<file path="src/rtl/mul_div_unit_pkg.sv">
// Shared encodings for the iterative RV-M multiply/divide unit.
package mul_div_unit_pkg;

  // RV-M funct3 encodings
  typedef enum logic [2:0] {
    OpMul    = 3'b000,
    OpMulh   = 3'b001,
    OpMulhsu = 3'b010,
    OpMulhu  = 3'b011,
    OpDiv    = 3'b100,
    OpDivu   = 3'b101,
    OpRem    = 3'b110,
    OpRemu   = 3'b111
  } op_e;

  typedef enum logic [1:0] {
    StIdle    = 2'd0,
    StCompute = 2'd1,
    StFinish  = 2'd2
  } state_e;

  // rs1 is treated as two's complement
  function automatic logic a_is_signed(input logic [2:0] op);
    return (op == OpMulh) || (op == OpMulhsu) || (op == OpDiv) || (op == OpRem);
  endfunction

  // rs2 is treated as two's complement
  function automatic logic b_is_signed(input logic [2:0] op);
    return (op == OpMulh) || (op == OpDiv) || (op == OpRem);
  endfunction

endpackage

</file>
<file path="src/rtl/mul_div_unit.sv">
// Iterative RV-M multiply/divide unit: radix-2 shift-add multiply and restoring
// divide sharing one 2*XLEN accumulator and one XLEN+1 bit adder/subtractor.
module mul_div_unit
  import mul_div_unit_pkg::*;
#(
  parameter int unsigned XLEN = 32
) (
  input  logic            clk,
  input  logic            reset,
  input  logic            start,
  input  logic [2:0]      op,
  input  logic [XLEN-1:0] operand_a,
  input  logic [XLEN-1:0] operand_b,
  output logic            ready,
  output logic            busy,
  output logic            done,
  output logic [XLEN-1:0] result,
  output logic            div_by_zero
);

  localparam int unsigned CNT_W = $clog2(XLEN) + 1;

  state_e            state_q, state_d;
  op_e               op_q;
  logic              neg_q;      // product / quotient needs negation
  logic              rem_neg_q;  // remainder takes dividend sign
  logic              special_q;  // result precomputed at accept (div by zero / overflow)
  logic              dbz_q;
  logic [XLEN-1:0]   opnd_q;     // multiplicand or divisor magnitude
  logic [2*XLEN-1:0] acc_q;      // {high, low}: product, or {remainder, quotient}
  logic [CNT_W-1:0]  cnt_q;
  logic [XLEN-1:0]   result_q;

  logic              accept, a_neg, b_neg, dz, ovf;
  logic [XLEN-1:0]   a_mag, b_mag, special_val, fin_val;
  logic [XLEN:0]     add_a, add_b, add_res;
  logic [2*XLEN-1:0] acc_step, prod;

  // Accept decode, operand magnitudes and the shortcut cases
  always_comb begin
    accept      = (state_q == StIdle) && start;
    a_neg       = a_is_signed(op) && operand_a[XLEN-1];
    b_neg       = b_is_signed(op) && operand_b[XLEN-1];
    a_mag       = a_neg ? -operand_a : operand_a;
    b_mag       = b_neg ? -operand_b : operand_b;
    dz          = op[2] && (operand_b == '0);
    ovf         = op[2] && !op[0] && (operand_a == {1'b1, {(XLEN-1){1'b0}}})
                  && (operand_b == '1);
    special_val = '1;
    if (dz) begin
      special_val = op[1] ? operand_a : '1;
    end else begin
      special_val = op[1] ? '0 : operand_a;
    end
  end

  // Shared adder: add for multiply, trial subtract of the shifted remainder for divide
  always_comb begin
    add_b = {1'b0, opnd_q};
    if (op_q[2]) begin
      add_a   = acc_q[2*XLEN-1:XLEN-1];
      add_res = add_a - add_b;
      // Borrow set means the trial subtraction failed: shift in a zero quotient bit
      acc_step = add_res[XLEN] ? {acc_q[2*XLEN-2:0], 1'b0}
                               : {add_res[XLEN-1:0], acc_q[XLEN-2:0], 1'b1};
    end else begin
      add_a    = {1'b0, acc_q[2*XLEN-1:XLEN]};
      add_res  = add_a + add_b;
      acc_step = acc_q[0] ? {add_res, acc_q[XLEN-1:1]} : {1'b0, acc_q[2*XLEN-1:1]};
    end
  end

  // Sign correction and result selection while in FINISH
  always_comb begin
    prod    = neg_q ? -acc_q : acc_q;
    fin_val = '0;
    if (special_q) begin
      fin_val = result_q;
    end else begin
      unique case (op_q)
        OpMul:                      fin_val = prod[XLEN-1:0];
        OpMulh, OpMulhsu, OpMulhu:  fin_val = prod[2*XLEN-1:XLEN];
        OpDiv, OpDivu:              fin_val = neg_q ? -acc_q[XLEN-1:0] : acc_q[XLEN-1:0];
        OpRem, OpRemu:              fin_val = rem_neg_q ? -acc_q[2*XLEN-1:XLEN]
                                                        : acc_q[2*XLEN-1:XLEN];
        default:                    fin_val = '0;
      endcase
    end
  end

  // Next-state logic
  always_comb begin
    state_d = state_q;
    unique case (state_q)
      StIdle:    if (start) state_d = (dz || ovf) ? StFinish : StCompute;
      StCompute: if (cnt_q == CNT_W'(XLEN - 1)) state_d = StFinish;
      StFinish:  state_d = StIdle;
      default:   state_d = StIdle;
    endcase
  end

  // State register
  always_ff @(posedge clk or posedge reset) begin
    if (reset) state_q <= StIdle;
    else       state_q <= state_d;
  end

  // Datapath registers: latch on accept, iterate in COMPUTE, hold result on FINISH exit
  always_ff @(posedge clk or posedge reset) begin
    if (reset) begin
      op_q      <= OpMul;
      neg_q     <= 1'b0;
      rem_neg_q <= 1'b0;
      special_q <= 1'b0;
      dbz_q     <= 1'b0;
      opnd_q    <= '0;
      acc_q     <= '0;
      cnt_q     <= '0;
      result_q  <= '0;
    end else if (accept) begin
      op_q      <= op_e'(op);
      neg_q     <= a_neg ^ b_neg;
      rem_neg_q <= a_neg;
      special_q <= dz || ovf;
      dbz_q     <= dz;
      cnt_q     <= '0;
      if (dz || ovf) result_q <= special_val;
      if (op[2]) begin
        opnd_q <= b_mag;
        acc_q  <= {{XLEN{1'b0}}, a_mag};
      end else begin
        opnd_q <= a_mag;
        acc_q  <= {{XLEN{1'b0}}, b_mag};
      end
    end else if (state_q == StCompute) begin
      acc_q <= acc_step;
      cnt_q <= cnt_q + 1'b1;
    end else if (state_q == StFinish) begin
      result_q <= fin_val;
      cnt_q    <= '0;
    end
  end

  // Outputs
  always_comb begin
    ready       = (state_q == StIdle);
    busy        = ~ready;
    done        = (state_q == StFinish);
    result      = (state_q == StFinish) ? fin_val : result_q;
    div_by_zero = dbz_q;
  end

endmodule

</file>
<file path="config.mk">
export PLATFORM = sky130hd
export DESIGN_NAME = mul_div_unit
export DESIGN_NICKNAME = d
export VERILOG_FILES = /design/src/rtl/mul_div_unit_pkg.sv /design/src/rtl/mul_div_unit.sv
export SDC_FILE = /design/constraint.sdc
export NUM_CORES = 1
export LEC_CHECK = 0
export CORE_UTILIZATION = 55
export CTS_CLUSTER_DIAMETER = 40
export DETAILED_ROUTE_END_ITERATION = 12
export PLACE_DENSITY_LB_ADDON = 0.08
export SYNTH_ARGS = -nofsm -noshare
export SYNTH_HDL_FRONTEND = slang
export SYNTH_SLANG_ARGS = --single-unit
</file>
<file path="constraint.sdc">
create_clock -name clk -period 7.9 [get_ports clk]
set_clock_uncertainty 0.15 [all_clocks]
set_input_delay 2.37 -clock clk [delete_from_list [all_inputs] [get_ports clk]]
set_output_delay 2.37 -clock clk [all_outputs]
set_load 0.01 [all_outputs]
</file>
* Word level (Yosys, flattened, before mapping) *
Index checks and enable logic that the tools add are counted.

cells by class
  mux-type cells = 28
  add/sub/neg operators = 8
  reduce and logical (&&, ||, !) cells = 24
  bitwise gates (word level) = 2
  eq/ne operators = 20

operators by type and width
  cell                    number
  $mux W32                14
  $mux W64                6
  $neg A32 Y32            4
  $pmux W32 S4            1
  $eq A32 B32 Y1 const B  2
  $neg A64 Y64            1
  $add A32 B32 Y33        1
  $sub A33 B32 Y33        1
  $logic_not A32 Y1       1
  $eq A3 B3 Y1 const B    6
  $mux W6                 3
  $eq A3 B2 Y1 const B    3
  $logic_and A1 B1 Y1     7
  $add A6 B1 Y6 const B   1
  $eq A3 B1 Y1 const B    2
  $eq A6 B5 Y1 const B    1
  $logic_or A1 B1 Y1      6
  $mux W2                 3
  $ne A2 B2 Y1 const B    3
  $pmux W2 S2             1
  $reduce_and A2 Y1       2
  $reduce_or A2 Y1        2
  $logic_not A3 Y1        1
  $reduce_bool A3 Y1      1
  other kinds (9)         9

word-level totals
  register bits after elaboration = 143
  output and inout bits = 36
  input bits = 70
  word-level logic and storage cells = 92

* Longest topological paths before layout *
  depth in word-level cells = 8
  gate-level depth with buffers = 15
  mapped depth without buffers = 13

* Worst setup path after synthesis *
No wires, ideal clock.

  kind = reg-to-output
  start point = register acc_q[32]
  end point = output result[20]
  buffers on the path = 2
  arrival = 2,944 ps
  slack = 2,436 ps
  required time = 5,380 ps
  cell stages (with the launch flop) = 15
  path through = dfrtp_1 clkbuf_1 inv_1 ha_1 nor3b_1 nand3_1 or2_2 clkbuf_1 or4_1 nor2_1 nor2_1 a311oi_1 a31oi_1 nor2_1 nor2_1

on the way
  word-level cells in the longest chain between the ends = 5
  elaborated cells on any way between the ends = 7
  classes of those cells = add/sub (2); mux (5)

RTL lines
  item                                                 line                                    text
  start, declared                                      mul_div_unit.sv:30                      logic [2*XLEN-1:0] acc_q;
  start signal, assigned                               mul_div_unit.sv:130                     acc_q <= {{XLEN{1'b0}}, a_mag};
  start signal, assigned                               mul_div_unit.sv:133                     acc_q <= {{XLEN{1'b0}}, b_mag};
  start signal, assigned                               mul_div_unit.sv:136                     acc_q <= acc_step;
  $neg A64 Y64 / $neg A32 Y32 (equally long branches)  mul_div_unit.sv:75, mul_div_unit.sv:84
  $mux W64 / $mux W32 (equally long branches)          mul_div_unit.sv:75, mul_div_unit.sv:84
  $pmux W32 S4 *                                       mul_div_unit.sv:80                      unique case (op_q)
  $mux W32 *                                           mul_div_unit.sv:77                      if (special_q) begin
  $mux W32 *                                           n/a
  end, declared                                        mul_div_unit.sv:17                      output logic [XLEN-1:0] result,

Mark *: on every way between the ends. The rest lies on a longest branch, timed or not.

* Final worst setup path *
Same ends and word-level chain as after synthesis.

==> reports/metrics.yaml <==
status: "complete, no violations"
globalRouteOverflowTotal: 0
postCtsResizedCells: 0
final.setup.worst_slack_ps: 957.1
yosys_warnings: 0
irDropWorstVdd_v: 0.0002135
antenna_left: 0
mostFrequentLayoutCells: "261 x nand2_1, 238 x nor2_1, 232 x a21oi_1"
cap_violations: 0
die_h_um: 172.4
fp.dieW_um: 172.4
layout.nets: 2339
max_stage_delay_ps: 520
netSwitchingFraction_pct: 53.61
p_per_area_nw_per_um2: 415.3
worst_path_most_repeated_cell: "nor2_1"
async_s_r_ff_share_synth_pct: 100.0
hold_start: "result_q[11]$_DFFE_PP0P_"
syn_area_sq_um: 15970
gr-usage-all-layers_pct: 42.65
worst-r2r-setup-slack_ps: 2970
maximum_number_of_pins_on_one_net_before_global_route_repair: 80
critical_path.reg2reg.startpoint: "acc_q[31]$_DFFE_PP0P_"
flow.area_growth_from_synthesis_pct: 10.93
seq_power_share_pct: 20.9
avgRoutedWirePerCell_um: 24.34
power.clock.fraction_pct: 11.0
dp_worst_setup_slack_ps: 1509
r2r_cells: 14
postCtsSetupRepairBufs: 0
layout.filler_cells: 2597
synth-edff-count: 0
first_pass_grt_wire_length_mm: 93.63
grt_setup_unrepaired: "no"
worst_hold_path_type: "reg -> reg"
detail_route.iter0.violations: 1924
final_min_period_over_clock_period_pct: 87.89
seq_area_frac_synth_pct: 22.41
internal_power_uw: 3413
crit_path_max_delay_family: "simple AND/OR/NAND/NOR gates"
viasPerCell: 6.655
syn_nets: 2349
yosys_register_bits: 143
netlist_cell_types: 85
slew_viol_final: 0
port_buffers: 105
layout_commonest_cell: "nand2_1"
setup_tns_ps: 0
core.rowCount: 62
numClockSinks: 143
clk_root_buffer_cell: "clkbuf_16"
worst_pin_slew_ps: 1252
post_synth_inst_count: 2207
post_route_cells_drive_above_1_share_pct: 5.475
regToRegEndpoint: "acc_q[61]$_DFFE_PP0P_"
timing.setup.critical_path_class: "reg -> out"
critical_path.startpoint: "acc_q[32]$_DFFE_PP0P_"
clock_tree_from_tritoncts: "yes"
power.combinational.fraction_pct: 68.2
crit_slowest_cell: "dfrtp_1"
drc_errors: 0
ctsLongestPathBuffers: 2
max_h_tree_level: 4
cts_made_buffers: 17
firstDrtPassIters: 7
crit_path_max_fanout: 9
num_vias: 17270
utilization_pct: 61.89
hold_viol_final: 0
avgSynthCellArea_sq_um: 7.237
detail_route.wirelength_mm: 63.15
sequential_cell_area_sq_um: 3581
first_global_vias: 15655
critical_path.n_buffers_inverters: 2
clock_period_minus_worst_slack_ps: 6943
ctsHoldBuffers: 0
slew-limit-headroom_pct: 15.50
start_util_pct: 55.80
worst_path_required_ps: 5380
gpl.final_weighted_congestion: 0.9965
max_freq_mhz: 144.0
multi_input_comb_area_sq_um: 11500
synth_top_flop_cell: "dfrtp_1"
floorplan.die_area_sq_um: 29730
clock_slew_at_the_register_clock_pins_of_the_worst_setup_and_hold_paths_ps: 70
fp.coreArea_sq_um: 28630
finalPower_uw: 7358
critPathLaunchType: "register"
finalSetupViolCount: 0
hold_slack_ps: 339.9
dpl.hpwl_mm: 47.58
power_switching_uw: 3945
path_cells: "inv_1, ha_1, nor3b_1, nand3_1, or2_2, or4_1, nor2_1, nor2_1, a311oi_1, a31oi_1, nor2_1, nor2_1, clkdlybuf4s50_1"
top_level_ports: 106
worstSetupEndpointType: "output pin"
p_leak_uw: 0.007039
crit_path_arrival_time_ps: 4420
antenna_found_initial: 0
insertion_delay_ps: 440
min_to: "result_q[11]$_DFFE_PP0P_"
whs_path_depth: 2
metrics by stage:
stage / std cells / instance area, sq um
floorplan: 2207 / 15970
global placement: 2562 / 17150
detailed placement: 2562 / 17150
CTS: 2594 / 17710
global route: 2594 / 17710
finish: 2595 / 17720
worst register-to-register path, cell delays in order (launching register included):
cell	delay, ps
dfrtp_1	580
inv_1	150
ha_1	250
fa_1	430
nand2b_1	210
a21oi_1	330
o21ai_2	200
o41ai_1	540
or4_1	210
a211o_1	200
xor2_4	540
buf_4	500
mux2_1	370
nand3_1	80
nand3_1	90
Yosys cell counts, types with 25 or more instances:
cell      number  area (sq um)
a211oi_1      25         187.7
a21o_1        25         187.7
a21oi_1      232          1161
a31oi_1       27         168.9
clkbuf_1     142         533.0
dfrtp_1      143          3578
ha_1          70         875.8
inv_1         67         251.5
mux2i_1       72         720.7
nand2_1      262         983.4
nand3_1       44         220.2
nand4_1       27         168.9
nor2_1       240         900.9
nor3_1        35         175.2
o21ai_0      180         900.9
o21ai_1       25         125.1
o221ai_1      26         227.7
o31ai_1       26         195.2
xnor2_1       99         867.1
xor2_1        78         683.2
state kept, by name (all words and copies together) (netlist names):
register / flops
neg_q: 1
div_by_zero: 1
rem_neg_q: 1
opnd_q: 32
result_q: 32
acc_q: 64
state_q: 2
cnt_q: 6
op_q: 3
special_q: 1
final cells by class:
cell class	instances	area share (%)
Antenna cell	1	0.01412
Clock buffer	18	2.479
Clock inverter	14	0.6992
Inverter	67	1.448
Multi-Input combinational cell	1825	64.91
Sequential cell	143	20.21
Tap cell	384	2.712
Timing Repair Buffer	143	7.528
logic make-up (layout without fill, tap and decap cells):
family	count (synthesis)	count (layout)	synth area share, %
compound gates	704	704	26.93
xor+xnor	178	178	9.808
fa+ha+maj	92	92	6.988
buf+inv	239	242	5.821
flops	143	143	22.41
mux	82	82	5.217
other cells	0	1	0
simple gates	769	769	22.83
power by group through the flow:
stage               logic (uW)  registers (uW)  clock network [uW]
floorplan                 3660            1230                   0
global placement          4780            1510                   0
detailed placement        4830            1520                   0
CTS                       4870            1510                 805
global route              5410            1560                 843
finish                    5020            1540                 806
routing by layer:
| layer | wire, um | part of all wire [%] | global-route usage (%) | vias to the layer above |
|---|---|---|---|---|
| met4 | 4391 | 7.0 | 27.32 | 0 |
| li1 | - | - | - | 7961 |
| met2 | 27250 | 43 | 64.97 | 978 |
| met3 | 5962 | 9.4 | 8.652 | 201 |
| met5 | 0 | 0 | 0 | - |
| met1 | 25550 | 40 | 54.95 | 8130 |
how the worst max path moves through the flow:
| stage | cells after the start | slack (ps) | to |
|---|---|---|---|
| finish | 13 | 960 | result[20] |
| global route | 13 | 590 | result[20] |
| CTS | 13 | 1050 | result[20] |
| detailed placement | 13 | 1510 | result_q[4]$_DFFE_PP0P_ |
| global placement | 13 | 1550 | result_q[30]$_DFFE_PP0P_ |
| floorplan | 1 | 1540 | acc_q[0]$_DFFE_PP0P_ |
(Power assumes the default switching activity.)
